[src/rtl/uart_pkg.sv]
// Shared definitions for the UART transmit path: clock rate, bit timing, FSM states.
// Latency: n/a (declarations only).
// Backpressure: n/a.
package uart_pkg;

   // System clock frequency the bit timing is derived from.
   localparam int NEXCLK = 100_000_000;

   // Transmit FSM states. PARITY is only entered when parity generation is built in.
   typedef enum logic [2:0] {
      IDLE,
      START,
      DATA,
      PARITY,
      STOP
   } tx_state_t;

   // Clock cycles per bit time. The divide-by-two-then-double rounding keeps the
   // bit spacing identical to the receiver, which samples at half-bit steps.
   function automatic int bit_cycles(input int brate);
      return 2 * (NEXCLK / brate / 2);
   endfunction

endpackage

[src/rtl/uart_tx_fifo.sv]
// Byte FIFO between the host handshake and the serialiser, DEPTH x 8.
// Latency: a pushed byte is visible on dout the cycle after the push edge.
// Backpressure: full blocks pushes; pops while empty are ignored.
//
// Ports:
//   CLK, RST  clock, asynchronous active-high reset (pointers and count only)
//   push, din byte write strobe and data
//   pop       advance the read pointer
//   full      DEPTH bytes held
//   empty     no bytes held
//   dout      byte at the read pointer (combinational read)
module uart_tx_fifo #(
   parameter int DEPTH = 4
) (
   input  logic       CLK,
   input  logic       RST,
   input  logic       push,
   input  logic [7:0] din,
   input  logic       pop,
   output logic       full,
   output logic       empty,
   output logic [7:0] dout
);

   localparam int AW = $clog2(DEPTH);

   logic [7:0]    mem [DEPTH];
   logic [AW-1:0] wr_ptr;
   logic [AW-1:0] rd_ptr;
   logic [AW:0]   count;
   logic          do_push;
   logic          do_pop;

   assign do_push = push && !full;
   assign do_pop  = pop && !empty;

   // DEPTH is a power of two, so the pointers wrap by plain overflow.
   always_ff @(posedge CLK or posedge RST) begin
      if (RST) begin
         wr_ptr <= '0;
         rd_ptr <= '0;
         count  <= '0;
      end else begin
         if (do_push) wr_ptr <= wr_ptr + AW'(1);
         if (do_pop)  rd_ptr <= rd_ptr + AW'(1);
         case ({do_push, do_pop})
            2'b10:   count <= count + (AW+1)'(1);
            2'b01:   count <= count - (AW+1)'(1);
            default: count <= count;
         endcase
      end
   end

   // Storage needs no reset: count gates every read that matters.
   always_ff @(posedge CLK) begin
      if (do_push) mem[wr_ptr] <= din;
   end

   assign full  = (count == (AW+1)'(DEPTH));
   assign empty = (count == '0);
   assign dout  = mem[rd_ptr];

endmodule

[src/rtl/uart_transmitter.sv]
// UART transmitter: queues bytes and sends them LSB-first as back-to-back 8N1 frames
// (8E1 when UART_TX_PARITY_EN is defined). Latency: start bit on t two cycles after accept.
// Backpressure: tx_ready = !full, registered occupancy only; tx_valid ignored while full.
//
// Ports:
//   CLK       system clock (NEXCLK)
//   RST       asynchronous active-high reset; aborts any frame, t forced high
//   tx_data   byte to send, qualified by tx_valid
//   tx_valid  tx_data valid; accepted on a rising CLK with tx_ready high
//   tx_ready  FIFO has room
//   t         serial line, idle high
//   T_O       one-cycle pulse on the last cycle of each stop bit
//   busy      frame on the line or bytes queued
//
// Build option: UART_TX_PARITY_EN adds an even-parity bit after bit 7.
module uart_transmitter
   import uart_pkg::*;
#(
   parameter int BRate = 9600,
   parameter int DEPTH = 4
) (
   input  logic       CLK,
   input  logic       RST,
   input  logic [7:0] tx_data,
   input  logic       tx_valid,
   output logic       tx_ready,
   output logic       t,
   output logic       T_O,
   output logic       busy
);

   localparam int BIT_CYCLES = bit_cycles(BRate);
   localparam int BW         = $clog2(BIT_CYCLES);
   localparam logic [BW-1:0] BAUD_LAST = BW'(BIT_CYCLES - 1);

   tx_state_t     state;
   tx_state_t     state_nxt;
   logic [BW-1:0] baud;
   logic [BW-1:0] baud_nxt;
   logic [2:0]    bit_idx;
   logic [2:0]    bit_idx_nxt;
   logic [7:0]    shift;
   logic [7:0]    shift_nxt;
   logic          bit_end;
   logic          line_nxt;
   logic          pop;
   logic          push;
   logic          fifo_full;
   logic          fifo_empty;
   logic [7:0]    fifo_dout;
`ifdef UART_TX_PARITY_EN
   logic          par;
   logic          par_nxt;
`endif

   //-----------------------------------------------------------------
   // Byte queue
   //-----------------------------------------------------------------
   assign push     = tx_valid && !fifo_full;
   assign tx_ready = !fifo_full;

   uart_tx_fifo #(
      .DEPTH (DEPTH)
   ) u_fifo (
      .CLK   (CLK),
      .RST   (RST),
      .push  (push),
      .din   (tx_data),
      .pop   (pop),
      .full  (fifo_full),
      .empty (fifo_empty),
      .dout  (fifo_dout)
   );

   //-----------------------------------------------------------------
   // FSM state and datapath registers
   //-----------------------------------------------------------------
   always_ff @(posedge CLK or posedge RST) begin
      if (RST) begin
         state   <= IDLE;
         baud    <= '0;
         bit_idx <= '0;
         shift   <= '0;
`ifdef UART_TX_PARITY_EN
         par     <= 1'b0;
`endif
      end else begin
         state   <= state_nxt;
         baud    <= baud_nxt;
         bit_idx <= bit_idx_nxt;
         shift   <= shift_nxt;
`ifdef UART_TX_PARITY_EN
         par     <= par_nxt;
`endif
      end
   end

   assign bit_end = (baud == BAUD_LAST);

   //-----------------------------------------------------------------
   // Next state, pop strobe and line value for the current state
   //-----------------------------------------------------------------
   always_comb begin
      state_nxt   = state;
      baud_nxt    = bit_end ? '0 : baud + BW'(1);
      bit_idx_nxt = bit_idx;
      shift_nxt   = shift;
      pop         = 1'b0;
      line_nxt    = 1'b1;
`ifdef UART_TX_PARITY_EN
      par_nxt     = par;
`endif

      case (state)
         IDLE: begin
            baud_nxt    = '0;
            bit_idx_nxt = '0;
            if (!fifo_empty) begin
               pop       = 1'b1;
               shift_nxt = fifo_dout;
`ifdef UART_TX_PARITY_EN
               par_nxt   = ^fifo_dout;
`endif
               state_nxt = START;
            end
         end

         START: begin
            line_nxt = 1'b0;
            if (bit_end) begin
               bit_idx_nxt = '0;
               state_nxt   = DATA;
            end
         end

         DATA: begin
            line_nxt = shift[0];
            if (bit_end) begin
               shift_nxt = {1'b0, shift[7:1]};
               if (bit_idx == 3'd7) begin
`ifdef UART_TX_PARITY_EN
                  state_nxt = PARITY;
`else
                  state_nxt = STOP;
`endif
               end else begin
                  bit_idx_nxt = bit_idx + 3'd1;
               end
            end
         end

         PARITY: begin
`ifdef UART_TX_PARITY_EN
            line_nxt = par;
            if (bit_end) state_nxt = STOP;
`else
            // Unreachable without parity; recover to a clean idle line.
            baud_nxt  = '0;
            state_nxt = IDLE;
`endif
         end

         STOP: begin
            line_nxt = 1'b1;
            if (bit_end) begin
               // Chain straight into the next start bit so queued frames have no gap.
               if (!fifo_empty) begin
                  pop       = 1'b1;
                  shift_nxt = fifo_dout;
`ifdef UART_TX_PARITY_EN
                  par_nxt   = ^fifo_dout;
`endif
                  state_nxt = START;
               end else begin
                  state_nxt = IDLE;
               end
            end
         end

         default: begin
            baud_nxt  = '0;
            state_nxt = IDLE;
         end
      endcase
   end

   //-----------------------------------------------------------------
   // Registered outputs. All three lag the FSM state by one cycle, so the
   // whole frame (and T_O) is shifted uniformly and the line never glitches.
   //-----------------------------------------------------------------
   always_ff @(posedge CLK or posedge RST) begin
      if (RST) begin
         t    <= 1'b1;
         T_O  <= 1'b0;
         busy <= 1'b0;
      end else begin
         t    <= line_nxt;
         T_O  <= (state == STOP) && bit_end;
         busy <= (state != IDLE) || !fifo_empty;
      end
   end

endmodule

[config.mk]
export PLATFORM = sky130hd
export DESIGN_NAME = uart_transmitter
export DESIGN_NICKNAME = d
export VERILOG_FILES = /design/src/rtl/uart_pkg.sv /design/src/rtl/uart_tx_fifo.sv /design/src/rtl/uart_transmitter.sv
export SDC_FILE = /design/constraint.sdc
export NUM_CORES = 1
export LEC_CHECK = 0
export CORE_MARGIN = 3
export CORE_UTILIZATION = 40
export DETAILED_ROUTE_END_ITERATION = 8
export PLACE_DENSITY = 0.66
export REMOVE_ABC_BUFFERS = 1
export SLEW_MARGIN = 25
export SYNTH_ARGS = -nofsm -noshare
export SYNTH_HDL_FRONTEND = slang
export SYNTH_HIERARCHICAL = 1
export SYNTH_SLANG_ARGS = --single-unit
[constraint.sdc]
create_clock -name CLK -period 6.7 [get_ports CLK]
set_input_delay 1.005 -clock CLK [delete_from_list [all_inputs] [get_ports CLK]]
set_output_delay 1.005 -clock CLK [all_outputs]
set_load 0.05 [all_outputs]
### Yosys cells after proc, flatten, opt, wreduce, memory -nomap -nowiden

Memories as Yosys holds them, arrays and structs flattened.
Cells that the tools add are included.

* logic and storage cells: 72
* output and inout bits: 4
* memories kept: 1
* memory bits (writable): 32
* register bits: 38
* input port bits: 11

Memories
* u_fifo.mem: depth 4, width 8, read ports 1, clocked after memory_dff 0, wr ports 1, line uart_tx_fifo.sv:27 `logic [7:0] mem [DEPTH];`

* equality and inequality tests: 14
* reductions and logical operators: 17
* multiplexer cells: 24
* $add $sub $neg: 6

Operator list (number)
* 14-bit two-way mux: 2
* 3-bit two-way mux: 8
* 8-bit two-way mux: 3
* 8-bit case mux with 3 select lines: 1
* 14-bit by 1-bit adder with 14-bit output, second input constant: 1
* 14-bit equality test, second input constant: 1
* 2-bit inequality test, second input constant: 6
* 3-bit case mux with 4 select lines: 1
* 3-bit equality test, second input constant: 3
* 3-bit case mux with 3 select lines: 1
* 3-bit nonzero test: 3
* 3-bit by 1-bit adder with 3-bit output, second input constant: 2
* 3-bit zero test: 2
* 3-bit case mux with 2 select lines: 1
* 1-bit two-way mux: 5
* 5-bit AND reduction: 1
* 2-bit by 1-bit adder with 2-bit output, second input constant: 2
* 1-bit logical AND: 4
* 1-bit case mux with 2 select lines: 2
* 4-bit AND reduction: 1
* 3-bit by 1-bit equality test with 1-bit output, second input constant: 1
* 3-bit by 2-bit equality test with 1-bit output, second input constant: 1
* 3-bit AND reduction: 1
* 3-bit OR reduction: 1
* other kinds (6): 7

### Longest topological paths before layout

Gate-level depths: netlist of run 1.

* depth in word-level cells: 7
* mapped depth: 12
* mapped depth without buffers: 11

### Hierarchy

The synthesis of run 1 kept the hierarchy.

Modules (own cells, without submodules)
* uart_transmitter: times used 1, sequential area each 777.0 µm², area each 1631.6 µm², cells each 152
* uart_tx_fifo: times used 1, sequential area each 1136.1 µm², area each 1596.5 µm², cells each 80

### Worst setup path before layout of run 1

OpenSTA, ideal clock, no wires.

* kind: flip-flop to flip-flop
* start: reg baud[0]
* end: reg u_fifo.count[2]
* data required time: 6.621 ns
* period minus slack after synthesis: 2.695 ns
* setup time: 0.079 ns
* path buffers: 1
* path slack: 4.005 ns
* stages on the path, launching flop included: 13
* arrival: 2.616 ns
* path through: dfrtp_1 -> ha_1 -> and3_1 -> clkbuf_1 -> nand4_2 -> a2111oi_0 -> o31a_2 -> ha_1 -> inv_1 -> fa_1 -> xor2_1 -> nor2_1 -> xor2_1

* cells in the longest elaborated chain, start to end: 6
* elaborated cells between the ends (all ways): 8
* classes of those cells: 3 x eq/ne; 3 x mux; 2 x reduce/logical

Ends and longest elaborated chain
* from (decl): line uart_transmitter.sv:38 `logic [BW-1:0] baud;`
* from (signal assigned): line uart_transmitter.sv:89 `baud <= baud_nxt;`
* 14-bit equality test *: line uart_transmitter.sv:98 `assign bit_end = (baud == BAUD_LAST);`
* 1-bit two-way mux *: line uart_transmitter.sv:165 `if (bit_end) begin`
* 1-bit case mux with 2 select lines *: line uart_transmitter.sv:114 `case (state)`
* net pop: line uart_transmitter.sv:46 `logic pop;`
* 1-bit logical AND *: line uart_tx_fifo.sv:35 `assign do_pop = pop && !empty;`
* net u_fifo.do_pop: line uart_tx_fifo.sv:32 `logic do_pop;`
* 2-bit by 1-bit equality test with 1-bit output or 2-bit equality test (tied branches): line uart_tx_fifo.sv:46 `case ({do_push, do_pop})`
* 3-bit case mux with 2 select lines or 2-bit nonzero test (tied branches)
* to (signal assigned): line uart_tx_fifo.sv:47 `2'b10: count <= count + (AW+1)'(1);`
* to (signal assigned): line uart_tx_fifo.sv:48 `2'b01: count <= count - (AW+1)'(1);`
* to (signal assigned): line uart_tx_fifo.sv:49 `default: count <= count;`
* to (decl): line uart_tx_fifo.sv:30 `logic [AW:0] count;`

Mark *: on every way through the listed nets, which the timed path passes. The rest lies on a longest branch.
A chain may end at the register's enable or synchronous reset.

### Worst setup path after layout of run 1

* start: reg baud[8]
* end: reg u_fifo.count[2]

Same word-level chain as after synthesis.

==> flow_summary.ini, run 1 <==
[timing]
finalHoldViolations = 0
setup_violations = 0
period_share = 0.434
skew_ns = 0.00772
rsz0062_at_grt = false
drv_slew = 0
period_needed_ns = 2.90
setup_tns_ns = 0
fin_ws_ns = 3.80
max_freq_mhz = 344
worst_slew_pin_slew_ns = 0.698
max-slew-margin-rel = 0.534

[setup_path]
arrival_ns = 3.16
r2r_cells = 10
start_kind = flip-flop
crit_required_ns = 6.96
crit_buf_inv = 1
crit_fanout = 4
regToRegSetupSlack_ns = 3.80
cp_common_cell = xor2_1
endpoint_kind = flip-flop
worstSetupPathType = flip-flop to flip-flop
cp_slowest_cell = a2111oi_0
cp_cell_sequence = nor4b_4, nand4_2, a2111oi_0, o31a_2, ha_1, inv_1, fa_1, xor2_1, nor2_1, xor2_1
critPathTopFamily = compound AO/OA/AOI/OAI gates
critPathMaxStageDelay_ns = 0.48
reg2reg_from = baud[8]$_DFF_PP0_
worstReg2RegEnd = u_fifo/count[2]$_DFFE_PP0P_
crit_path_start = baud[8]$_DFF_PP0_

[drt]
drt_iter0_markers = 62
vias = 1782
drc = 0
final_antenna_net_count = 0
first_pass_iters = 5
wl_per_cell_um = 14.0
wl_um = 5000
avgViaCountPerCell = 4.99

[min_path]
hold_path.startpoint = baud[0]$_DFF_PP0_
hp-class = flip-flop to flip-flop
hold_depth = 1
hold_end = baud[0]$_DFF_PP0_

[synthesis]
synth_edf_count = 32
postSynthCellCount = 232
synth-seq-area-share = 0.593
ys_types = 44
yosysTopAreaCell = edfxtp_1
ys_warn_count = 6
ys_seq_elements = 70
async_reset_ff_frac = 0.543
synth.area.top_cells = edfxtp_1 30%, dfrtp_1 29%, mux2_2 5.9%
synthesis.area_um2 = 3230
synth_top_area_share = 0.298
ys.flop_type = dfrtp_1
avgSynthCellArea_um2 = 13.9

[cts]
clock_latency_ns = 0.34
ctsResizeCount = 0
clk_pin_slew_ns = 0.08
cts_tree = done
clockBufferDepth = 2
clkSinkCount = 70
post_cts_buffers = 0
cts_hold_buf = 0
cts_root_buffer = clkbuf_8
h-tree-depth = 3
numCtsBuffers = 9

[place]
placed_cell_area_um2 = 3470
place_congestion = 0.777
dpl_worst_slack_ns = 3.82
hpwl_um = 3480
port-buffer-count = 14

[global_routing]
grt_pass1_vias = 1810
grt_start_max_net_pins = 32
overflow = 0
antenna_found_initial = 0
grt_pass1_wl_um = 8670
track_usage = 0.125

[layout]
area_delta_synth_final_pct = 15.3
design_area_um2 = 3720
utilization = 0.479
diodes = 0
final_nets = 270
drive_gt1_frac = 0.220

[floorplanning]
rows = 32
dieArea_um2 = 9180
ios = 15
initial_core_util = 0.416
die_w_um = 95.8
die_h_um = 95.8
core_area_um2 = 7770

[pwr]
irDropWorstVdd_uv = 232
p_leak_nw = 1.48
p_per_area_nw_per_um2 = 326

[outcome]
run_status = complete, no violations

[job]
cap_violations = 0
-- flip-flops by register name, indices dropped and copies added (netlist names) --
register	count
t	1
u_fifo/count	3
bit_idx	3
state	3
u_fifo/wr_ptr	2
u_fifo/mem	32
baud	14
shift	8
u_fifo/rd_ptr	2
T_O	1
busy	1
-- per-layer routing --
| metal | wire length (um) | GRT usage | up-vias |
|---|---|---|---|
| met3 | 172 | 0.0360 | 5 |
| met1 | 2210 | 0.156 | 880 |
| li1 | - | - | 873 |
| met4 | 54 | 0.0557 | 0 |
| met2 | 2550 | 0.203 | 24 |
| met5 | 0 | 0 | - |
-- cell type report --
cell class | instances | area, um2
Clock buffer | 9 | 124
Clock inverter | 7 | 120
Fill cell | 687 | 4040
Inverter | 12 | 45.0
Multi-Input combinational cell | 142 | 1250
Sequential cell | 70 | 1910
Tap cell | 102 | 128
Timing Repair Buffer | 15 | 148
-- stage by stage --
stage,hold slack (ns),power (mW),cells
3_5_place_dp,0.474,0.821,341
6_report,0.484,1.22,357
5_1_grt,0.510,1.29,357
2_1_floorplan,0.448,0.757,224
4_1_cts,0.485,1.24,357
3_3_place_gp,0.459,0.816,341
-- logic make-up (layout without fill, tap and decap cells) --
logic type,after synthesis,after routing,synth area share
buffers and inverters,20,43,0.0244
muxes,28,28,0.126
AOI/OAI and AO/OA,15,15,0.0349
and+or+nand+nor,71,71,0.133
adders and majority gates,9,9,0.0372
DFF,70,70,0.593
xor gates and xnor gates,19,19,0.0516
-- synthesized netlist by cell type, types with 2 or more instances --
cell,instances
dfrtp_1,37
edfxtp_1,32
nor2_1,20
mux2_2,17
nand2_1,13
xor2_1,13
inv_1,12
ha_1,8
mux4_2,8
nand3_1,6
nand4_1,6
xnor2_1,6
clkbuf_1,5
a21oi_1,4
and2_2,4
and4_1,4
buf_2,3
nor2b_1,3
o21ai_0,3
and3_1,2
mux2i_1,2
nor3b_1,2
-- placed cells by master, fill, tap and decap left out, drive strengths merged, types with 3 or more instances in the layout --
master / n
xnor2: 6
clkdlybuf4s50: 14
inv: 14
and2: 5
a21oi: 4
nand4: 7
dfrtp: 37
edfxtp: 32
mux2: 18
and4: 4
nor2b: 4
ha: 8
nand3: 6
bufinv: 3
clkbuf: 9
mux4: 8
nor3b: 4
xor2: 13
nor2: 20
nand2: 13
o21ai: 4
-- worst max-delay path by stage --
stage | to | slack (ns) | depth (start not counted)
final | u_fifo/count[2]$_DFFE_PP0P_ | 3.80 | 10
after global placement | u_fifo/count[2]$_DFFE_PP0P_ | 3.91 | 10
after CTS | tx_ready | 3.77 | 3
after global routing | u_fifo/count[2]$_DFFE_PP0P_ | 3.48 | 11
after floorplan | u_fifo/count[2]$_DFFE_PP0P_ | 4.09 | 10
after detailed placement | u_fifo/count[2]$_DFFE_PP0P_ | 3.82 | 11
-- power by group --
part	total, mW	switching [mW]	internal (mW)
logic	0.208	0.101	0.107
clock network	0.410	0.161	0.249
registers	0.597	0.0631	0.534
Note: power is estimated with default switching activity, not from simulation.
==> inputs of run 2 (changes only) <==
Clock period 6.7 ns to 2.9 ns, I/O delays scaled along.
==> flow_summary.ini, run 2 (same netlist as run 1, synthesis figures left out) <==
[pwr]
p_leak_nw = 1.51
irDropWorstVdd_uv = 471
p_per_area_nw_per_um2 = 712

[place]
placed_cell_area_um2 = 3540
place_congestion = 0.773
hpwl_um = 3660
dpl_worst_slack_ns = 0.0403
port-buffer-count = 14

[drt]
wl_um = 5110
wl_per_cell_um = 13.9
avgViaCountPerCell = 5.02
first_pass_iters = 4
drt_iter0_markers = 92
vias = 1841
final_antenna_net_count = 0
drc = 0

[cts]
cts_hold_buf = 0
h-tree-depth = 3
cts_root_buffer = clkbuf_8
clock_latency_ns = 0.34
clockBufferDepth = 2
cts_tree = done
clkSinkCount = 70
numCtsBuffers = 9
clk_pin_slew_ns = 0.07

[layout]
largestRegisters = u_fifo/mem: 32 flops, baud: 14 flops, shift: 8 flops
design_area_um2 = 3780
fill_cells = 691
top_register = u_fifo/mem
utilization = 0.487
area_delta_synth_final_pct = 17.1
diodes = 0
final_nets = 280
mostFrequentLayoutCell = dfrtp_1
final_cell_mix = 37 x dfrtp_1, 32 x edfxtp_1, 20 x nor2_1
drive_gt1_frac = 0.253
largest_reg_flops = 32

[global_routing]
track_usage = 0.123
grt_pass1_wl_um = 8560
grt_start_max_net_pins = 18
grt_pass1_vias = 1816
overflow = 0
antenna_found_initial = 0

[setup_path]
arrival_ns = 2.97
endpoint_kind = flip-flop
worstSetupPathType = flip-flop to flip-flop
start_kind = flip-flop
crit_required_ns = 3.16
crit_fanout = 4
r2r_cells = 10

[timing]
max_freq_mhz = 369
fin_ws_ns = 0.191
hold_ws_ns = 0.366
drv_slew = 0
max-slew-margin-rel = 0.556
skew_ns = 0.00903
setup_tns_ns = 0
finalHoldViolations = 0
period_needed_ns = 2.71
worst_slew_pin_slew_ns = 0.661
period_share = 0.934
rsz0062_at_grt = false
setup_violations = 0

[floorplanning]
core_area_um2 = 7770
initial_core_util = 0.416
ios = 15
dieArea_um2 = 9180
die_h_um = 95.8
die_w_um = 95.8
rows = 32

[outcome]
run_status = complete, no violations

[min_path]
hp-class = primary input to asynchronous set/reset pin

[job]
cap_violations = 0
-- run 2: cell types whose count changed in the layout (fill, tap and decap cells not counted), sizes merged --
| cell | previous run | this run |
|---|---|---|
| buf | 1 | 11 |
| bufinv | 3 | 1 |
| clkbuf | 9 | 10 |
| clkinv | 2 | 1 |
| clkinvlp | 0 | 3 |
| inv | 14 | 13 |
-- run 2: metrics by stage --
stage,std cells,total power [mW]
global route,367,2.85
floorplan,224,1.75
CTS,366,2.73
finish,367,2.69
global placement,350,1.91
detailed placement,350,1.92
-- run 2: final timing paths --
check                                   from                     endpoint  slack (ns)
hold reg to reg            baud[0]$_DFF_PP0_            baud[0]$_DFF_PP0_        0.48
min in group CLK           baud[0]$_DFF_PP0_            baud[0]$_DFF_PP0_        0.48
setup / recovery           baud[8]$_DFF_PP0_  u_fifo/count[2]$_DFFE_PP0P_        0.19
max in group asynchronous                RST            baud[4]$_DFF_PP0_        1.77
hold / removal                           RST  u_fifo/count[1]$_DFFE_PP0P_        0.37
setup reg to reg           baud[8]$_DFF_PP0_  u_fifo/count[2]$_DFFE_PP0P_        0.19
-- run 2: what timing repair did --
item / 4_1_cts / 5_1_grt
setup buffers: 0 / 1
setup endpoints to repair: 0 / 1
gates resized for setup: 0 / 4
-- run 2: worst max-delay path, cell delays in order, from the launching register on --
cell	delay, ns
dfrtp_1	0.45
nor4b_4	0.39
nand4_4	0.18
a2111oi_4	0.38
o31a_2	0.21
ha_1	0.17
inv_1	0.06
fa_1	0.37
xor2_1	0.15
nor2_1	0.11
xor2_1	0.16
-- run 2: cell type report --
cell class | count | area (um2) | share of cell area
Clock buffer | 10 | 138 | 0.0364
Clock inverter | 6 | 70.1 | 0.0185
Inverter | 12 | 45.0 | 0.0119
Multi-Input combinational cell | 142 | 1260 | 0.334
Sequential cell | 70 | 1910 | 0.506
Tap cell | 102 | 128 | 0.0338
Timing Repair Buffer | 25 | 223 | 0.0589
-- run 2: report_power, final --
part	internal [mW]	total (mW)	switching, mW
clock	0.424	0.793	0.368
sequential	1.23	1.35	0.119
combinational	0.272	0.545	0.273
-- run 2: per-layer routing --
metal  part of all wire  wire (um)  up-vias  track usage
li1                   -          -      895            -
met1               0.46       2340      917        0.158
met2               0.50       2550       22        0.196
met3              0.032        162        7       0.0399
met4              0.011         58        0       0.0427
met5                  0          0        -            0
==> inputs of run 3 (changes only) <==
Settings changed: SLEW_MARGIN 25 to unset.
==> results of run 3 <==
Final layout, timing and power as in run 2 (identical DEF).
